**config.mk**
```make
export PLATFORM = sky130hd
export DESIGN_NAME = sort_kernel_ctrl
export DESIGN_NICKNAME = d
export VERILOG_FILES = /design/src/rtl/sort_kernel_ctrl.sv
export SDC_FILE = /design/constraint.sdc
export NUM_CORES = 1
export LEC_CHECK = 0
export BUFFER_PORTS_ARGS = -buffer_cell sky130_fd_sc_hd__buf_2
export CAP_MARGIN = 40
export CORE_MARGIN = 2
export CORE_UTILIZATION = 30
export CTS_CLUSTER_DIAMETER = 30
export DETAILED_ROUTE_END_ITERATION = 8
export HOLD_SLACK_MARGIN = 0.03
export SLEW_MARGIN = 25
export SYNTH_ARGS = -nofsm -noshare
export SYNTH_HDL_FRONTEND = slang
export SYNTH_SLANG_ARGS = --single-unit
```
**constraint.sdc**
```tcl
create_clock -name aclk -period 3.98 [get_ports aclk]
set_input_delay 0.199 -clock aclk [delete_from_list [all_inputs] [get_ports aclk]]
set_output_delay 0.199 -clock aclk [all_outputs]
set_load 0.005 [all_outputs]
```
**src/rtl/sort_kernel_ctrl.sv**
```systemverilog
// rtl/sort_kernel_ctrl.sv - ap_ctrl_hs kernel sequencer for the per-channel merge trees
//
// Purpose:
//   Accepts a run from the host, latches per-run scalars, derives how many
//   merge passes are needed to turn presorted chunks into one sorted run,
//   pulses a start to every channel and reports completion once all
//   channels have signalled done.
//
// Ports:
//   aclk, areset            clock, synchronous active-high reset
//   ap_start                host start level
//   ap_idle                 high while idle
//   ap_ready                one-cycle pulse when scalars are latched
//   ap_done                 one-cycle completion pulse
//   i_ptr                   per-channel buffer base pointers
//   i_xfer_size_in_bytes    per-channel data size in bytes
//   o_ch_start              one-cycle start pulse to all channels
//   o_num_pass              computed merge pass count
//   o_ptr                   latched pointers
//   o_xfer_size_in_bytes    latched size
//   i_ch_done               per-channel done pulses

module sort_kernel_ctrl #(
    parameter int NUM_CHANNELS        = 2,
    parameter int C_M_AXI_ADDR_WIDTH  = 64,
    parameter int C_XFER_SIZE_WIDTH   = 64,
    parameter int C_RECORD_BIT_WIDTH  = 64,
    parameter int C_INIT_SORTED_CHUNK = 16,
    parameter int C_NUM_LEAVES        = 16
) (
    input  logic                                         aclk,
    input  logic                                         areset,
    input  logic                                         ap_start,
    output logic                                         ap_idle,
    output logic                                         ap_ready,
    output logic                                         ap_done,
    input  logic [NUM_CHANNELS*C_M_AXI_ADDR_WIDTH-1:0]   i_ptr,
    input  logic [C_XFER_SIZE_WIDTH-1:0]                 i_xfer_size_in_bytes,
    output logic                                         o_ch_start,
    output logic [7:0]                                   o_num_pass,
    output logic [NUM_CHANNELS*C_M_AXI_ADDR_WIDTH-1:0]   o_ptr,
    output logic [C_XFER_SIZE_WIDTH-1:0]                 o_xfer_size_in_bytes,
    input  logic [NUM_CHANNELS-1:0]                      i_ch_done
);

    localparam int PTR_W      = NUM_CHANNELS * C_M_AXI_ADDR_WIDTH;
    localparam int REC_SHIFT  = $clog2(C_RECORD_BIT_WIDTH / 8);
    localparam int LEAF_SHIFT = $clog2(C_NUM_LEAVES);
    // One extra leaf-shift of headroom: run_len only grows while below a
    // record count that fits in C_XFER_SIZE_WIDTH bits.
    localparam int RUN_W      = C_XFER_SIZE_WIDTH + LEAF_SHIFT;

    typedef enum logic [2:0] {
        S_IDLE,
        S_CALC,
        S_START,
        S_WAIT,
        S_DONE
    } state_t;

    state_t                         state;
    state_t                         state_nxt;

    logic [PTR_W-1:0]               ptr_lat;
    logic [C_XFER_SIZE_WIDTH-1:0]   size_lat;
    logic [C_XFER_SIZE_WIDTH-1:0]   records;
    logic [RUN_W-1:0]               run_len;
    logic [7:0]                     pass;
    logic [NUM_CHANNELS-1:0]        done_sticky;

    logic                           calc_fit;
    logic                           calc_exit;
    logic                           all_done;

    assign calc_fit  = run_len >= {{LEAF_SHIFT{1'b0}}, records};
    // Saturated pass count forces an exit so CALC can never spin forever.
    assign calc_exit = calc_fit || (pass == 8'hFF);
    assign all_done  = &(done_sticky | i_ch_done);

    always_comb begin
        state_nxt  = state;
        ap_idle    = 1'b0;
        ap_ready   = 1'b0;
        ap_done    = 1'b0;
        o_ch_start = 1'b0;
        unique case (state)
            S_IDLE: begin
                ap_idle = 1'b1;
                if (ap_start) begin
                    ap_ready  = 1'b1;
                    state_nxt = S_CALC;
                end
            end
            S_CALC: begin
                if (calc_fit) begin
                    // Zero passes: data is already one sorted run, skip channels.
                    state_nxt = (pass != 8'd0) ? S_START : S_DONE;
                end else if (pass == 8'hFF) begin
                    state_nxt = S_START;
                end
            end
            S_START: begin
                o_ch_start = 1'b1;
                state_nxt  = S_WAIT;
            end
            S_WAIT: begin
                if (all_done) begin
                    state_nxt = S_DONE;
                end
            end
            S_DONE: begin
                ap_done   = 1'b1;
                state_nxt = S_IDLE;
            end
            default: state_nxt = S_IDLE;
        endcase
    end

    always_ff @(posedge aclk) begin
        if (areset) begin
            state                <= S_IDLE;
            ptr_lat              <= '0;
            size_lat             <= '0;
            records              <= '0;
            run_len              <= '0;
            pass                 <= '0;
            done_sticky          <= '0;
            o_num_pass           <= '0;
            o_ptr                <= '0;
            o_xfer_size_in_bytes <= '0;
        end else begin
            state <= state_nxt;
            unique case (state)
                S_IDLE: begin
                    if (ap_start) begin
                        ptr_lat  <= i_ptr;
                        size_lat <= i_xfer_size_in_bytes;
                        // Partial trailing bytes do not form a record.
                        records  <= i_xfer_size_in_bytes >> REC_SHIFT;
                        run_len  <= RUN_W'(C_INIT_SORTED_CHUNK);
                        pass     <= 8'd0;
                    end
                end
                S_CALC: begin
                    if (calc_exit) begin
                        o_num_pass           <= pass;
                        o_ptr                <= ptr_lat;
                        o_xfer_size_in_bytes <= size_lat;
                    end else begin
                        run_len <= run_len << LEAF_SHIFT;
                        pass    <= pass + 8'd1;
                    end
                end
                S_START: begin
                    // Clearing here drops any stale done pulses from an aborted run.
                    done_sticky <= '0;
                end
                S_WAIT: begin
                    done_sticky <= done_sticky | i_ch_done;
                end
                default: ;
            endcase
        end
    end

endmodule

```
==> results list <==
- Status: finished clean
* Post-Route Skew: approximately 0.02 ns
- Core footprint: roughly 51,000 um^2
- Detailed-route wire length per cell: 15.1 um
- Worst setup slack after layout: 0.431 ns
- For this block, the initial DRC count from the detailed router was 646.
- Once detail routing completed, the nets flagged for antenna violations numbered 0.
- After synthesis, the share of cell area in mux cells is 0.130.
* Parity-gate share of the synthesized area counting xor and xnor cells: 0
* Layout cells sized above 1: 0.252
- Req. time, crit path: 4.43 ns
* Type of the tightest min-delay check: in -> reg
- Of the synthesized area, sequential elements account for 0.544.
* Via Count: 14,100
* Number of flops mapped to enable cells by yosys: 0
* Remaining design rule violation count: 0
* Number of setup buffers added after CTS: 0
- Each instance of the synthesized netlist takes up on average 9.01 um^2.
- Post-route minimum period: 3.55 ns
* LEAKAGE: 0.00966 uW
- The die covers roughly 53,000 um^2.
* Fraction of post-synthesis cell area in the top cell type by area: 0.544
- Pin placement for this block handled 401 I/O pins.
- In this run the tightest slew margin relative to its limit is 0.424.
- Max-cap violations in this run came to 0.
* Post-synthesis share of cell area spent on and, or, nand and nor gates: 0.183
- Clk Tree Root Cell: sky130_fd_sc_hd__clkbuf_16
- Relative to the synthesized area, the layout overhead comes to 51.3%.
- Arrival time reported for the critical path endpoint: 4.00 ns
- Max Slew Vio Count: 0
- Post-Route Utilization: 0.457
* Power density over cell area: between 500 and 600 nW/um^2
* Critical path capture point type: flop
- Start-to-end type of the worst setup path: reg -> reg
- The number of nets handed over by synthesis was 1,933.
- The final number of hold-violating endpoints is 0.
- H-Tree Depth: 3
- Yosys cell types: 43
- Most numerous cell in the Yosys netlist: sky130_fd_sc_hd__dfxtp_1
- # fillers: 4,768
* Buffer depth of the longest clock path: 3
- The congestion estimate from routability-driven global placement came to 0.784.
- CTS buffer count: 98
- Clock tree synthesis found a total of 421 sinks.
- Transition time of the tightest slew-check pin: approximately 0.86 ns
* DPL Wire Length: 28,800 um
- Port buffer count: 400
- Counting flops with an async set or reset pin after synthesis yields a share of 0.
- Post-synthesis compound-gate area fraction: 0.0847
* Wire length of the first global-routing pass: 72,300 um
* Pre-antenna DRT Iters: 5
- The number of antenna violations at the first check in global routing is 2.
- Pre-CTS worst setup slack: 0.536 ns
- By area, the combinational part of the netlist is dominated by simple AND/OR/NAND/NOR gates.
- TritonCTS built the clock tree.
- The initial utilization of the core area, before any placement, comes to 0.302.
- The Yosys step of the flow raised 0 warnings.
- In the final timing run, aggregate negative setup slack is 0 ns.
- Setup-failing EPs final: 0
- Netlist Area Pre-Place: 15,500 um^2
- Biggest area contributors in the synthesized netlist: sky130_fd_sc_hd__dfxtp_1 (54%), sky130_fd_sc_hd__mux2i_1 (13%), sky130_fd_sc_hd__nand2_1 (9.6%)
- Fmax: 0.282 GHz
* Period utilisation layout: 0.892
- The via count of the first global-routing pass came to 13,900.
- In the global route stage, overall resource usage came out at 0.167.
* Vertical die dimension: approximately 230 um
- sky130_fd_sc_hd__dfxtp_1 takes more of the synthesized area than any other cell.
* Post-Route WL: 46,400 um
* Top post-synthesis cells by count: sky130_fd_sc_hd__dfxtp_1 (421), sky130_fd_sc_hd__nand2_1 (397), sky130_fd_sc_hd__a21oi_1 (216), sky130_fd_sc_hd__nor2_1 (210), sky130_fd_sc_hd__mux2i_1 (201)
- Number of standard-cell rows in the floorplan: between 80 and 90
* Vias per cell: 4.58
- Gate count of the mapped netlist: about 1,700
- The final layout contains ~2,500 nets.
- CTS clk-pin slew, worst paths: 0.05 ns
* Arithmetic-cell share of the synthesized area counting full adders, half adders and majority gates: 0.0137
- Crit Path Max Fanout: 33
* Maximum number of pins on one net before global-route repair: 132
- The die is 231 um wide.
- Skew-Pair Late Insertion Delay: 0.62 ns
- Critical path startpoint category: flop
- Main synth FF type: sky130_fd_sc_hd__dfxtp_1
- IR analysis of the VDD net gives a maximum drop of 392 uV.
* Setup repair after global routing missed its margin: no
- Grt ovf: 0
* Number of synthesized register bits: approximately 420
[worst paths after layout]
| kind | from | to | slack [ns] | cells after the start |
|---|---|---|---|---|
| setup / recovery | size_lat[59] | o_ptr[100] | 0.43 | 10 |
| hold / removal | areset | o_ptr[123] | 0.08 | 2 |
| setup reg to reg | size_lat[59] | o_ptr[100] | 0.43 | 10 |
| hold reg to reg | ptr_lat[73] | ptr_lat[73] | 0.45 | 2 |
[routing by layer]
| metal | GRT usage | share of wire | vias to the layer above |
|---|---|---|---|
| met2 | 0.268 | 0.47 | 393 |
| met3 | 0.0527 | 0.064 | 129 |
| met4 | 0.0831 | 0.039 | 4 |
| li1 | - | - | 6957 |
| met1 | 0.202 | 0.43 | 6640 |
| met5 | 0 | 0.00052 | - |
[per-stage QoR]
step | cells | hold slack, ns | power [uW] | cell area, um^2
after floorplan | 1719 | 0.335 | 5210 | 15500
after detailed placement | 2700 | 0.446 | 5580 | 18100
final | 3082 | 0.0837 | 13600 | 23400
after global routing | 3081 | 0.128 | 14100 | 23400
after CTS | 3081 | 0.0916 | 13800 | 23400
after global placement | 2700 | 0.440 | 5550 | 18100
[repair_timing]
action / CTS / global route
setup endpoints to repair: 0 / 0
hold buffers: 198 / 0
endpoints found under the hold margin: 196 / 0
resized for setup: 0 / 0
[final cells by class]
| cell class | instances | area [um^2] | area share |
|---|---|---|---|
| diodes | 1 | 2.50 | 0.000107 |
| multi-input cells | 1157 | 6390 | 0.273 |
| inverters | 20 | 80.1 | 0.00342 |
| clock inverters | 64 | 728 | 0.0311 |
| flip-flops and latches | 421 | 8430 | 0.360 |
| clock buffers | 119 | 2630 | 0.112 |
| repair buffers | 620 | 4310 | 0.184 |
| well taps | 680 | 851 | 0.0363 |
[registers in the layout, summed over array words and instances (netlist names)]
name	count
o_ptr	128
ptr_lat	128
o_xfer_size_in_bytes	64
size_lat	64
run_len	16
o_num_pass	8
pass	8
state	3
done_sticky	2
[power breakdown]
part           total [uW]  internal (uW)  switching, uW
Sequential           4570           4430            133
Combinational        1090            444            646
Clock                7960           5420           2540
[placed cells by master (no fill, tap or decap), drive strengths merged]
cell / Yosys / routed
a21oi: 216 / 216
clkbuf: 95 / 119
nor3b: 1 / 1
nor2: 210 / 210
nand4: 5 / 5
diode: 0 / 1
a21o: 1 / 1
nor4b: 13 / 13
nor3: 11 / 11
mux2i: 201 / 201
dlygate4sd3: 0 / 198
or3: 1 / 1
a221o: 1 / 1
o31a: 1 / 1
inv: 20 / 26
o221ai: 1 / 1
a41oi: 2 / 2
ha: 17 / 17
o2bb2a: 1 / 1
nand2b: 3 / 3
and2: 1 / 1
clkinv: 0 / 37
a211oi: 2 / 2
nand3: 24 / 24
or2: 1 / 1
a32oi: 1 / 1
a221oi: 1 / 1
bufinv: 0 / 11
nand2: 397 / 397
nor4: 11 / 11
clkinvlp: 0 / 10
o41ai: 1 / 1
a31oi: 2 / 2
o21ai: 20 / 20
dfxtp: 421 / 421
nor2b: 4 / 4
buf: 26 / 422
o211ai: 1 / 1
and3: 6 / 6
[critical path: stages, from the launching register on]
cell and delay [ns]:
sky130_fd_sc_hd__dfxtp_1 0.34, sky130_fd_sc_hd__inv_1 0.05, sky130_fd_sc_hd__ha_1 0.29, sky130_fd_sc_hd__nor4b_2 0.55, sky130_fd_sc_hd__nand4_2 0.34, sky130_fd_sc_hd__nor4_2 0.44
sky130_fd_sc_hd__a221oi_2 0.18, sky130_fd_sc_hd__a31oi_4 0.31, sky130_fd_sc_hd__buf_4 0.53, sky130_fd_sc_hd__mux2i_1 0.26, sky130_fd_sc_hd__nor2_1 0.07
[logic make-up (layout without fill, tap and decap cells)]
kind of cell | count (synthesis) | count (layout)
buf+inv | 141 | 823
mux | 201 | 201
fa+ha+maj | 17 | 17
flops | 421 | 421
simple gates | 688 | 688
other cells | 0 | 1
compound gates | 251 | 251
Note: power is estimated with default switching activity, not from simulation.
